$ cat config.mk
export PLATFORM = sky130hd
export DESIGN_NAME = lenet_layer_scheduler
export DESIGN_NICKNAME = d
export VERILOG_FILES = /design/src/rtl/lenet_layer_scheduler.sv
export SDC_FILE = /design/constraint.sdc
export NUM_CORES = 1
export LEC_CHECK = 0
export CAP_MARGIN = 20
export CORE_UTILIZATION = 55
export DETAILED_ROUTE_END_ITERATION = 10
export HOLD_SLACK_MARGIN = 0.06
export MAX_ROUTING_LAYER = met4
export PLACE_DENSITY = 0.82
export SETUP_SLACK_MARGIN = 0.15
export SLEW_MARGIN = 25
export SYNTH_ARGS = -nofsm -noshare
export SYNTH_HDL_FRONTEND = slang
export SYNTH_SLANG_ARGS = --single-unit
$ cat constraint.sdc
create_clock -name clk -period 3.3 [get_ports clk]
set_input_delay 0.66 -clock clk [delete_from_list [all_inputs] [get_ports clk]]
set_output_delay 0.66 -clock clk [all_outputs]
set_load 0.01 [all_outputs]
$ cat src/rtl/lenet_layer_scheduler.sv
// lenet_layer_scheduler
// Network-level sequencer for the LeNet-5 accelerator. Walks the layer
// wrappers in fixed order using their level handshake (en held until done,
// en dropped, wait for done to fall), inserts an idle gap between layers,
// guards every layer with a watchdog and counts total busy cycles.
module lenet_layer_scheduler #(
  parameter int          NUM_LAYERS = 4,
  parameter int          IDX_W      = 3,
  parameter int          GAP_CYCLES = 2,
  parameter int          TO_W       = 20,
  parameter int unsigned TIMEOUT    = 1000000,
  parameter int          CNT_W      = 24
) (
  input  logic                  clk,
  input  logic                  rst,
  input  logic                  start,
  input  logic                  abort,
  input  logic [NUM_LAYERS-1:0] layer_done,
  output logic [NUM_LAYERS-1:0] layer_en,
  output logic [IDX_W-1:0]      cur_layer,
  output logic                  busy,
  output logic                  net_done,
  output logic                  err,
  output logic [IDX_W-1:0]      err_layer,
  output logic [CNT_W-1:0]      total_cycles
);

  localparam logic [2:0] S_IDLE    = 3'd0;
  localparam logic [2:0] S_RUN     = 3'd1;
  localparam logic [2:0] S_RELEASE = 3'd2;
  localparam logic [2:0] S_GAP     = 3'd3;
  localparam logic [2:0] S_FINISH  = 3'd4;
  localparam logic [2:0] S_ERROR   = 3'd5;

  // Gap counter only has to reach GAP_CYCLES-1; keep at least one bit so a
  // zero gap still elaborates (the GAP state is then unreachable).
  localparam int GAP_W = (GAP_CYCLES > 2) ? $clog2(GAP_CYCLES) : 1;
  localparam logic [GAP_W-1:0] GAP_LAST =
    GAP_W'((GAP_CYCLES > 0) ? GAP_CYCLES - 1 : 0);
  localparam logic [TO_W-1:0]  TO_LAST    = TO_W'(TIMEOUT - 1);
  localparam logic [IDX_W-1:0] LAST_LAYER = IDX_W'(NUM_LAYERS - 1);

  logic [2:0]            state_reg;
  logic [GAP_W-1:0]      gap_cnt_reg;
  logic [TO_W-1:0]       wd_cnt_reg;
  logic [IDX_W-1:0]      next_idx;
  logic [NUM_LAYERS-1:0] next_onehot;
  logic [NUM_LAYERS-1:0] done_hits;
  logic                  done_sel;
  logic                  is_last;
  logic                  wd_expired;
  logic                  cnt_active;

  // Only the active layer's done bit matters; the others are masked off
  // here so stray done levels can never advance the sequence.
  assign next_idx = cur_layer + IDX_W'(1);

  for (genvar gi = 0; gi < NUM_LAYERS; gi++) begin : g_layer
    assign done_hits[gi]   = layer_done[gi] & (cur_layer == IDX_W'(gi));
    assign next_onehot[gi] = (next_idx == IDX_W'(gi));
  end

  assign done_sel   = |done_hits;
  assign is_last    = (cur_layer == LAST_LAYER);
  assign wd_expired = (wd_cnt_reg == TO_LAST);
  assign cnt_active = (state_reg == S_RUN) || (state_reg == S_RELEASE) ||
                      (state_reg == S_GAP) || (state_reg == S_FINISH);

  // Sequencer FSM with registered outputs; abort outranks every other event.
  always_ff @(posedge clk) begin
    if (rst) begin
      state_reg    <= S_IDLE;
      layer_en     <= '0;
      cur_layer    <= '0;
      busy         <= 1'b0;
      net_done     <= 1'b0;
      err          <= 1'b0;
      err_layer    <= '0;
      total_cycles <= '0;
      gap_cnt_reg  <= '0;
      wd_cnt_reg   <= '0;
    end else if (abort) begin
      state_reg <= S_IDLE;
      layer_en  <= '0;
      busy      <= 1'b0;
      net_done  <= 1'b0;
      err       <= 1'b0;
    end else begin
      net_done <= 1'b0;
      // Saturating run-time counter; frozen outside the active states.
      if (cnt_active && (total_cycles != {CNT_W{1'b1}}))
        total_cycles <= total_cycles + CNT_W'(1);

      case (state_reg)
        S_IDLE: begin
          if (start) begin
            layer_en     <= NUM_LAYERS'(1);
            cur_layer    <= '0;
            total_cycles <= '0;
            wd_cnt_reg   <= '0;
            busy         <= 1'b1;
            state_reg    <= S_RUN;
          end
        end

        S_RUN: begin
          // Done on the watchdog's last cycle still counts as success.
          if (done_sel) begin
            layer_en   <= '0;
            wd_cnt_reg <= wd_cnt_reg + TO_W'(1);
            state_reg  <= S_RELEASE;
          end else if (wd_expired) begin
            layer_en  <= '0;
            err       <= 1'b1;
            err_layer <= cur_layer;
            busy      <= 1'b0;
            state_reg <= S_ERROR;
          end else begin
            wd_cnt_reg <= wd_cnt_reg + TO_W'(1);
          end
        end

        S_RELEASE: begin
          if (!done_sel) begin
            if (is_last) begin
              net_done  <= 1'b1;
              busy      <= 1'b0;
              state_reg <= S_FINISH;
            end else if (GAP_CYCLES == 0) begin
              layer_en   <= next_onehot;
              cur_layer  <= next_idx;
              wd_cnt_reg <= '0;
              state_reg  <= S_RUN;
            end else begin
              gap_cnt_reg <= '0;
              state_reg   <= S_GAP;
            end
          end else if (wd_expired) begin
            layer_en  <= '0;
            err       <= 1'b1;
            err_layer <= cur_layer;
            busy      <= 1'b0;
            state_reg <= S_ERROR;
          end else begin
            wd_cnt_reg <= wd_cnt_reg + TO_W'(1);
          end
        end

        S_GAP: begin
          if (gap_cnt_reg == GAP_LAST) begin
            layer_en   <= next_onehot;
            cur_layer  <= next_idx;
            wd_cnt_reg <= '0;
            state_reg  <= S_RUN;
          end else begin
            gap_cnt_reg <= gap_cnt_reg + GAP_W'(1);
          end
        end

        S_FINISH: begin
          state_reg <= S_IDLE;
        end

        S_ERROR: begin
          // Parked with enables low until abort or reset.
          layer_en <= '0;
        end

        default: begin
          layer_en  <= '0;
          busy      <= 1'b0;
          state_reg <= S_IDLE;
        end
      endcase
    end
  end

endmodule

==> impl_table.tex, run 1 <==
\begin{tabular}{lr}
\hline
Metric & Value \\
\hline
\multicolumn{2}{l}{\textbf{Drt}} \\
DRC viols & 0 \\
Post-DRT Antenna Nets & 0 \\
Average via count per standard cell & 6.11 \\
DRC marker count from the first detailed-route iteration & 235 \\
Post-detailed-routing wire length & 7.91 mm \\
Via Count & 3240 \\
Pre-Repair DR Iteration Count & 5 \\
Detailed-route wire length per cell & 14.9 um \\
\multicolumn{2}{l}{\textbf{Status}} \\
Status & completed \\
\multicolumn{2}{l}{\textbf{GRT}} \\
Maximum number of pins on one net before global-route repair & 31 \\
Tot GR Track Use & 26.5\% \\
First-pass GRT wire length & 13.1 mm \\
Antenna violations before repair & 0 \\
Vias in the first global route & 2856 \\
Sum of overflow across all layers after global routing & 0 \\
\multicolumn{2}{l}{\textbf{Pwr}} \\
Power Dens Cells & 386 mW/mm\^{}2 \\
Static leakage & 0.00135 uW \\
IR drop worst, VDD & 358 uV \\
\multicolumn{2}{l}{\textbf{Yosys}} \\
Largest cells by area after synthesis & sky130\_fd\_sc\_hd\_\_dfxtp\_1, sky130\_fd\_sc\_hd\_\_a21oi\_1, sky130\_fd\_sc\_hd\_\_nor2\_1, sky130\_fd\_sc\_hd\_\_nand2\_1, sky130\_fd\_sc\_hd\_\_ha\_1 \\
Most frequently used flop master after synthesis & sky130\_fd\_sc\_hd\_\_dfxtp\_1 \\
Share of flip-flops with an asynchronous set or reset & 0\% \\
Adder-cell share of the synthesized area & 3.00\% \\
Post-synth design cell area & 0.00334 sq mm \\
Portion of the post-synthesis area used by sequential elements & 36.6\% \\
Complex-gate fraction of the synthesized area & 21.1\% \\
Post-synthesis instance total & 408 \\
Post-synthesis cell type count & 60 \\
Number of flip-flops and latches in the synthesized netlist & 61 \\
Yosys top cell area share & 36.6\% \\
Yosys warnings & 0 \\
Mean post-synth cell area & 8.18 sq um \\
Xor/xnor cell area share of the yosys netlist & 5.25\% \\
Simple-Gate Fraction of Synth Area & 28.0\% \\
Largest area contributor in the netlist & sky130\_fd\_sc\_hd\_\_dfxtp\_1 \\
Share of cell area taken by muxes after synthesis & 1.54\% \\
Synth Net Count & 424 \\
Largest family of logic cells by synthesized area & simple AND/OR/NAND/NOR gates \\
Number of synthesized flops with an enable pin & 0 \\
\multicolumn{2}{l}{\textbf{Timing}} \\
Final slew viol count & 0 \\
Post-route fraction of the period consumed by the critical path & 80.4\% \\
Clock tree skew after final layout & 0.00975 ns \\
Relative slew slack & 51.1\% \\
Tightest Pin Transition & 0.732 ns \\
Post-layout minimum cycle time & 2.65 ns \\
Min setup slack post-route & 0.646 ns \\
Total negative slack for setup checks & 0 ns \\
Setup violators final & 0 \\
Setup repair after global routing missed its margin & no \\
Hold Fails Final Rpt & 0 \\
Fmax achieved & 377 MHz \\
\multicolumn{2}{l}{\textbf{Floorplan}} \\
Die ar. & 0.00639 sq mm \\
Number of ports placed on the die boundary & 45 \\
Overall die height & 79.9 um \\
Core outline area & 0.00589 sq mm \\
DIE WIDTH & 79.9 um \\
Starting density of the core & 56.7\% \\
Total number of placement rows & 28 \\
\multicolumn{2}{l}{\textbf{Placed design}} \\
Placed Instances & 514 \\
Placer's final routability congestion estimate & 0.877 \\
Dpl ws & 0.411 ns \\
Half-perimeter wire length of the detailed placement result & 5.50 mm \\
Count of buffers from port buffering & 44 \\
\multicolumn{2}{l}{\textbf{Clock network}} \\
Clock transition at path regs & 0.07 ns \\
PostCTS Resize Cnt & 0 \\
Clock tree from TritonCTS & yes \\
CTS H-tree lvls & 3 \\
Hold-fix buffers, CTS & 0 \\
TritonCTS buffer count & 9 \\
Post-CTS setup buffers & 0 \\
Library cell used as clock root buffer & sky130\_fd\_sc\_hd\_\_clkbuf\_8 \\
Number of buffers between clock root and the deepest sink & 2 \\
Clock latency reported for the late side of the worst-skew pair & 0.34 ns \\
Clk sink count & 61 \\
\multicolumn{2}{l}{\textbf{Cells and area}} \\
Largest register FFs & 24 \\
Count of antenna diodes in the layout & 0 \\
Count of non-filler cells in the finished layout & 530 \\
Post-layout nets & 466 \\
Most frequent cells in the layout & sky130\_fd\_sc\_hd\_\_dfxtp\_1, sky130\_fd\_sc\_hd\_\_nor2\_1, sky130\_fd\_sc\_hd\_\_clkdlybuf4s50\_1, sky130\_fd\_sc\_hd\_\_a21oi\_1, sky130\_fd\_sc\_hd\_\_nand2\_1 \\
Proportion of layout cells with a drive suffix above 1 & 8.35\% \\
Most frequent standard cell in the layout excluding fill and tap cells & sky130\_fd\_sc\_hd\_\_dfxtp\_1 \\
Finished Core Util & 68.5\% \\
Layout area overhead & 20.6\% \\
\multicolumn{2}{l}{\textbf{Worst setup path}} \\
Startpoint Class & flip-flop \\
Setup Crit Path Kind & flip-flop to flip-flop \\
Arrival time reported for the critical path endpoint & 2.86 ns \\
Crit path capture type & flip-flop \\
Crit Path Max Fanout & 12 \\
Required arrival time at the worst endpoint & 3.51 ns \\
\multicolumn{2}{l}{\textbf{Min path}} \\
Worst min-delay path class & flip-flop to flip-flop \\
\multicolumn{2}{l}{\textbf{Run}} \\
Number of max-capacitance violations reported & 0 \\
\hline
\end{tabular}
-- through the flow --
stage                     hold WS (ns)  cell area, sq um  power, uW
after global routing             0.494              4030       1600
after floorplan                  0.451              3340        823
after CTS                        0.472              4030       1560
after detailed placement         0.457              3820        854
after global placement           0.443              3820        852
final                            0.469              4030       1560
-- final cells by class --
cell class / instances / area [sq um]
well taps: 75 / 93.8
repair buffers: 51 / 493
clock inverters: 4 / 72.6
multi-input cells: 315 / 1970
clock buffers: 12 / 135
fillers: 467 / 1860
inverters: 12 / 45.0
flip-flops and latches: 61 / 1220
-- where the power goes --
group | switching, uW | total, uW | internal (uW)
Sequential | 5.29 | 745 | 739
Combinational | 59.2 | 95.2 | 36.0
Clock | 291 | 716 | 425
-- worst max-delay path: stages, from the launching register on --
cell,delay [ns]
sky130_fd_sc_hd__dfxtp_1,0.46
sky130_fd_sc_hd__inv_1,0.10
sky130_fd_sc_hd__ha_1,0.24
sky130_fd_sc_hd__a22o_1,0.25
sky130_fd_sc_hd__a221oi_2,0.41
sky130_fd_sc_hd__buf_4,0.24
sky130_fd_sc_hd__nand2_1,0.11
sky130_fd_sc_hd__o2111a_1,0.32
sky130_fd_sc_hd__a41oi_1,0.30
sky130_fd_sc_hd__a211oi_1,0.08
-- worst paths after layout --
path	startpoint	endpoint	slack, ns	depth (start not counted)
worst max-delay path	cur_layer[0]	wd_cnt_reg[15]	0.65	9
worst max register to register	cur_layer[0]	wd_cnt_reg[15]	0.65	9
worst min register to register	layer_en[0]	layer_en[0]	0.47	1
worst min-delay path	layer_en[0]	layer_en[0]	0.47	1
-- cells by family after synthesis --
logic type,after synthesis
xor gates and xnor gates,20
DFF,61
buffers and inverters,32
muxes,5
adders and majority gates,8
and+or+nand+nor,174
AOI/OAI and AO/OA,108
-- routing by layer --
| layer | GRT usage [%] | wire length (um) |
|---|---|---|
| met5 | - | 0 |
| met2 | 41.2 | 3790 |
| met4 | 12.5 | 158 |
| met3 | 4.69 | 407 |
| met1 | 33.3 | 3550 |
-- cells in the mapped netlist, types with 5 or more instances --
| cell | instances |
|---|---|
| sky130_fd_sc_hd__nand2b_1 | 5 |
| sky130_fd_sc_hd__inv_1 | 12 |
| sky130_fd_sc_hd__clkbuf_1 | 13 |
| sky130_fd_sc_hd__nand2_1 | 30 |
| sky130_fd_sc_hd__a21oi_1 | 37 |
| sky130_fd_sc_hd__ha_1 | 8 |
| sky130_fd_sc_hd__nand4_1 | 10 |
| sky130_fd_sc_hd__xnor2_1 | 10 |
| sky130_fd_sc_hd__nor3_1 | 14 |
| sky130_fd_sc_hd__or3_1 | 8 |
| sky130_fd_sc_hd__and3_1 | 10 |
| sky130_fd_sc_hd__nor4_1 | 5 |
| sky130_fd_sc_hd__dfxtp_1 | 61 |
| sky130_fd_sc_hd__o21a_1 | 5 |
| sky130_fd_sc_hd__nor3_2 | 5 |
| sky130_fd_sc_hd__a311oi_1 | 5 |
| sky130_fd_sc_hd__a211oi_1 | 7 |
| sky130_fd_sc_hd__nand3_1 | 19 |
| sky130_fd_sc_hd__xor2_1 | 10 |
| sky130_fd_sc_hd__nor2_1 | 48 |
| sky130_fd_sc_hd__a31oi_1 | 5 |
| sky130_fd_sc_hd__o21ai_0 | 20 |
No activity file was read; power rests on OpenSTA's default activity.
==> run 2: changes to the inputs <==
==> constraint.sdc (replaced) <==
create_clock -name clk -period 2.6 [get_ports clk]
set_input_delay 0.52 -clock clk [delete_from_list [all_inputs] [get_ports clk]]
set_output_delay 0.52 -clock clk [all_outputs]
set_load 0.01 [all_outputs]
==> impl_table.tex, run 2 (synthesized netlist as in run 1, its figures left out) <==
\begin{tabular}{lr}
\hline
Metric & Value \\
\hline
\multicolumn{2}{l}{\textbf{Pwr}} \\
Sw Share & 22.6\% (was 22.8\%) \\
Design Power & 2120 uW (was 1560 uW) \\
IR drop worst, VDD & 387 uV (was 358 uV) \\
Cell-internal power & 1640 uW (was 1200 uW) \\
Share of total power in the clock network & 48.4\% (was 46.0\%) \\
Total net switching power & 479 uW (was 355 uW) \\
Power Dens Cells & 492 mW/mm\^{}2 (was 386 mW/mm\^{}2) \\
Combinational share of power & 7.0\% (was 6.1\%) \\
Static leakage & 0.00151 uW (was 0.00135 uW) \\
Relative contribution of sequential cells to total power & 44.5\% (was 47.9\%) \\
\multicolumn{2}{l}{\textbf{Timing}} \\
Post-layout minimum cycle time & 2.36 ns (was 2.65 ns) \\
Setup violators final & 0 (unchanged) \\
Clock tree skew after final layout & 0.00708 ns (was 0.00975 ns) \\
Total negative slack for setup checks & 0 ns (unchanged) \\
Relative slew slack & 57.9\% (was 51.1\%) \\
Hold Fails Final Rpt & 0 (unchanged) \\
Setup repair after global routing missed its margin & no (unchanged) \\
Final slew viol count & 0 (unchanged) \\
Post-route fraction of the period consumed by the critical path & 90.7\% (was 80.4\%) \\
Tightest Pin Transition & 0.616 ns (was 0.732 ns) \\
Fmax achieved & 424 MHz (was 377 MHz) \\
\multicolumn{2}{l}{\textbf{Worst setup path}} \\
Critical Path Stages & 11 (was 9) \\
Count of buffering cells on the critical path with inverters included & 4 (was 2) \\
Required arrival time at the worst endpoint & 2.89 ns (was 3.51 ns) \\
Crit path capture type & flip-flop (unchanged) \\
Crit-path leading delay family & compound AO/OA/AOI/OAI gates (unchanged) \\
Cell with the biggest individual delay on the critical path & sky130\_fd\_sc\_hd\_\_dfxtp\_4 (was sky130\_fd\_sc\_hd\_\_dfxtp\_1) \\
Worst R2R Path Depth & 11 (was 9) \\
Cell Chain, Critical Path & inv\_1 > ha\_2 > a22o\_1 > a221oi\_2 > buf\_4 > buf\_4 > a21oi\_1 > o21a\_1 > buf\_4 > mux2\_2 > nor2\_1 (was inv\_1 > ha\_1 > a22o\_1 > a221oi\_2 > buf\_4 > nand2\_1 > o2111a\_1 > a41oi\_1 > a211oi\_1) \\
Startpoint Class & flip-flop (unchanged) \\
Setup Crit Path Kind & flip-flop to flip-flop (unchanged) \\
Peak per-stage delay on the critical path & 0.38 ns (was 0.46 ns) \\
Most frequent CP cell & sky130\_fd\_sc\_hd\_\_buf\_4 \\
Arrival time reported for the critical path endpoint & 2.65 ns (was 2.86 ns) \\
Crit Path Max Fanout & 7 (was 12) \\
\multicolumn{2}{l}{\textbf{Placed design}} \\
Count of buffers from port buffering & 44 (unchanged) \\
Placed cell area & 0.00401 sq mm (was 0.00382 sq mm) \\
Half-perimeter wire length of the detailed placement result & 6.03 mm (was 5.50 mm) \\
Placer's final routability congestion estimate & 0.957 (was 0.877) \\
\multicolumn{2}{l}{\textbf{GRT}} \\
Maximum number of pins on one net before global-route repair & 24 (was 31) \\
Vias in the first global route & 2844 (was 2856) \\
Antenna violations before repair & 0 (unchanged) \\
First-pass GRT wire length & 13.3 mm (was 13.1 mm) \\
Sum of overflow across all layers after global routing & 0 (unchanged) \\
Tot GR Track Use & 27.1\% (was 26.5\%) \\
\multicolumn{2}{l}{\textbf{Floorplan}} \\
Starting density of the core & 56.7\% (unchanged) \\
Number of ports placed on the die boundary & 45 (unchanged) \\
Total number of placement rows & 28 (unchanged) \\
Core outline area & 0.00589 sq mm (unchanged) \\
Overall die height & 79.9 um (unchanged) \\
Die ar. & 0.00639 sq mm (unchanged) \\
DIE WIDTH & 79.9 um (unchanged) \\
\multicolumn{2}{l}{\textbf{Drt}} \\
Via Count & 3315 (was 3240) \\
Detailed-route wire length per cell & 15.2 um (was 14.9 um) \\
Average via count per standard cell & 5.94 (was 6.11) \\
DRC marker count from the first detailed-route iteration & 215 (was 235) \\
Pre-Repair DR Iteration Count & 5 (unchanged) \\
Post-detailed-routing wire length & 8.46 mm (was 7.91 mm) \\
DRC viols & 0 (unchanged) \\
Post-DRT Antenna Nets & 0 (unchanged) \\
\multicolumn{2}{l}{\textbf{Cells and area}} \\
Final non-filler cell area & 0.00430 sq mm (was 0.00403 sq mm) \\
Count of antenna diodes in the layout & 0 (unchanged) \\
Post-layout nets & 494 (was 466) \\
Most frequent standard cell in the layout excluding fill and tap cells & sky130\_fd\_sc\_hd\_\_dfxtp\_1 (unchanged) \\
Fillers & 445 (was 467) \\
Most frequent cells in the layout & sky130\_fd\_sc\_hd\_\_dfxtp\_1, sky130\_fd\_sc\_hd\_\_nor2\_1, sky130\_fd\_sc\_hd\_\_clkdlybuf4s50\_1, sky130\_fd\_sc\_hd\_\_a21oi\_1, sky130\_fd\_sc\_hd\_\_buf\_4 (was sky130\_fd\_sc\_hd\_\_dfxtp\_1, sky130\_fd\_sc\_hd\_\_nor2\_1, sky130\_fd\_sc\_hd\_\_clkdlybuf4s50\_1, sky130\_fd\_sc\_hd\_\_a21oi\_1, sky130\_fd\_sc\_hd\_\_nand2\_1) \\
Proportion of layout cells with a drive suffix above 1 & 15.3\% (was 8.35\%) \\
Layout area overhead & 28.8\% (was 20.6\%) \\
Largest register FFs & 24 (unchanged) \\
\multicolumn{2}{l}{\textbf{Min path}} \\
Worst Hold Depth & 1 (unchanged) \\
Worst min-delay path class & flip-flop to flip-flop (unchanged) \\
\multicolumn{2}{l}{\textbf{Clock network}} \\
TritonCTS buffer count & 9 (unchanged) \\
Library cell used as clock root buffer & sky130\_fd\_sc\_hd\_\_clkbuf\_8 (unchanged) \\
Clock latency reported for the late side of the worst-skew pair & 0.34 ns (about the same) \\
Clock tree from TritonCTS & yes (unchanged) \\
CTS H-tree lvls & 3 (unchanged) \\
Clock transition at path regs & 0.07 ns (about the same) \\
Clk sink count & 61 (unchanged) \\
Number of buffers between clock root and the deepest sink & 2 (unchanged) \\
Hold-fix buffers, CTS & 0 (unchanged) \\
\multicolumn{2}{l}{\textbf{Status}} \\
Status & completed (unchanged) \\
\multicolumn{2}{l}{\textbf{Run}} \\
Number of max-capacitance violations reported & 0 (unchanged) \\
\hline
\end{tabular}
[run 2: cell types whose count changed in the layout (fill, tap and decap cells not counted), sizes merged]
| cell | delta |
|---|---|
| buf | +28 |
| bufinv | +1 |
| clkbuf | -2 |
| clkinv | +1 |
[run 2: metrics by stage]
stage,setup WS (ns),cells,hold WS [ns],util [%]
2_1_floorplan,0.170,408,0.451,-
3_3_place_gp,0.0249,538,0.446,68.1
3_5_place_dp,-0.0882,538,0.452,68.1
4_1_cts,0.174,554,0.471,72.3
5_1_grt,0.126,558,0.500,73.1
6_report,0.241,558,0.473,73.1
[run 2: worst paths after layout]
check                             startpoint            end  slack (ns)
worst min register to register   layer_en[0]    layer_en[0]        0.47
worst max-delay path            cur_layer[0]  wd_cnt_reg[0]        0.24
worst max register to register  cur_layer[0]  wd_cnt_reg[0]        0.24
worst min-delay path             layer_en[0]    layer_en[0]        0.47
[run 2: worst register-to-register path: cells and delay by family, from the launching register on]
family,cells,cell delay (ns)
buffers and inverters,4,0.58
adders and majority gates,1,0.19
and+or+nand+nor,1,0.08
DFF,1,0.38
muxes,1,0.26
AOI/OAI and AO/OA,4,0.83
[run 2: layout make-up]
type	count	area [sq um]	area share, %
sequential	61	1230	28.6
multi-input combinational	315	1990	46.3
inverter	12	45.0	1.05
clock buffer	10	128	2.97
timing repair buffer	79	703	16.3
tap	75	93.8	2.18
clock inverter	6	111	2.59
[run 2: per-layer routing]
metal | part of all wire [%] | GRT usage (%) | vias up | wire length, um
li1 | - | - | 1636 | -
met3 | 5.0 | 5.49 | 22 | 422
met4 | 2.0 | 10.0 | 0 | 166
met2 | 47 | 42.3 | 102 | 3980
met5 | 0 | - | - | 0
met1 | 46 | 34.7 | 1555 | 3890
[run 2: what timing repair did]
item | CTS | global route
endpoints found under the setup margin | 7 | 15
buffers inserted | 0 | 4
resized for setup | 3 | 6
pin swaps | 0 | 1
[run 2: power by group through the flow]
stage	combinational, uW	clock [uW]	sequential [uW]
floorplan	81.7	0	964
global placement	140	0	966
detailed placement	141	0	966
CTS	143	1030	945
global route	160	1070	943
finish	149	1020	943
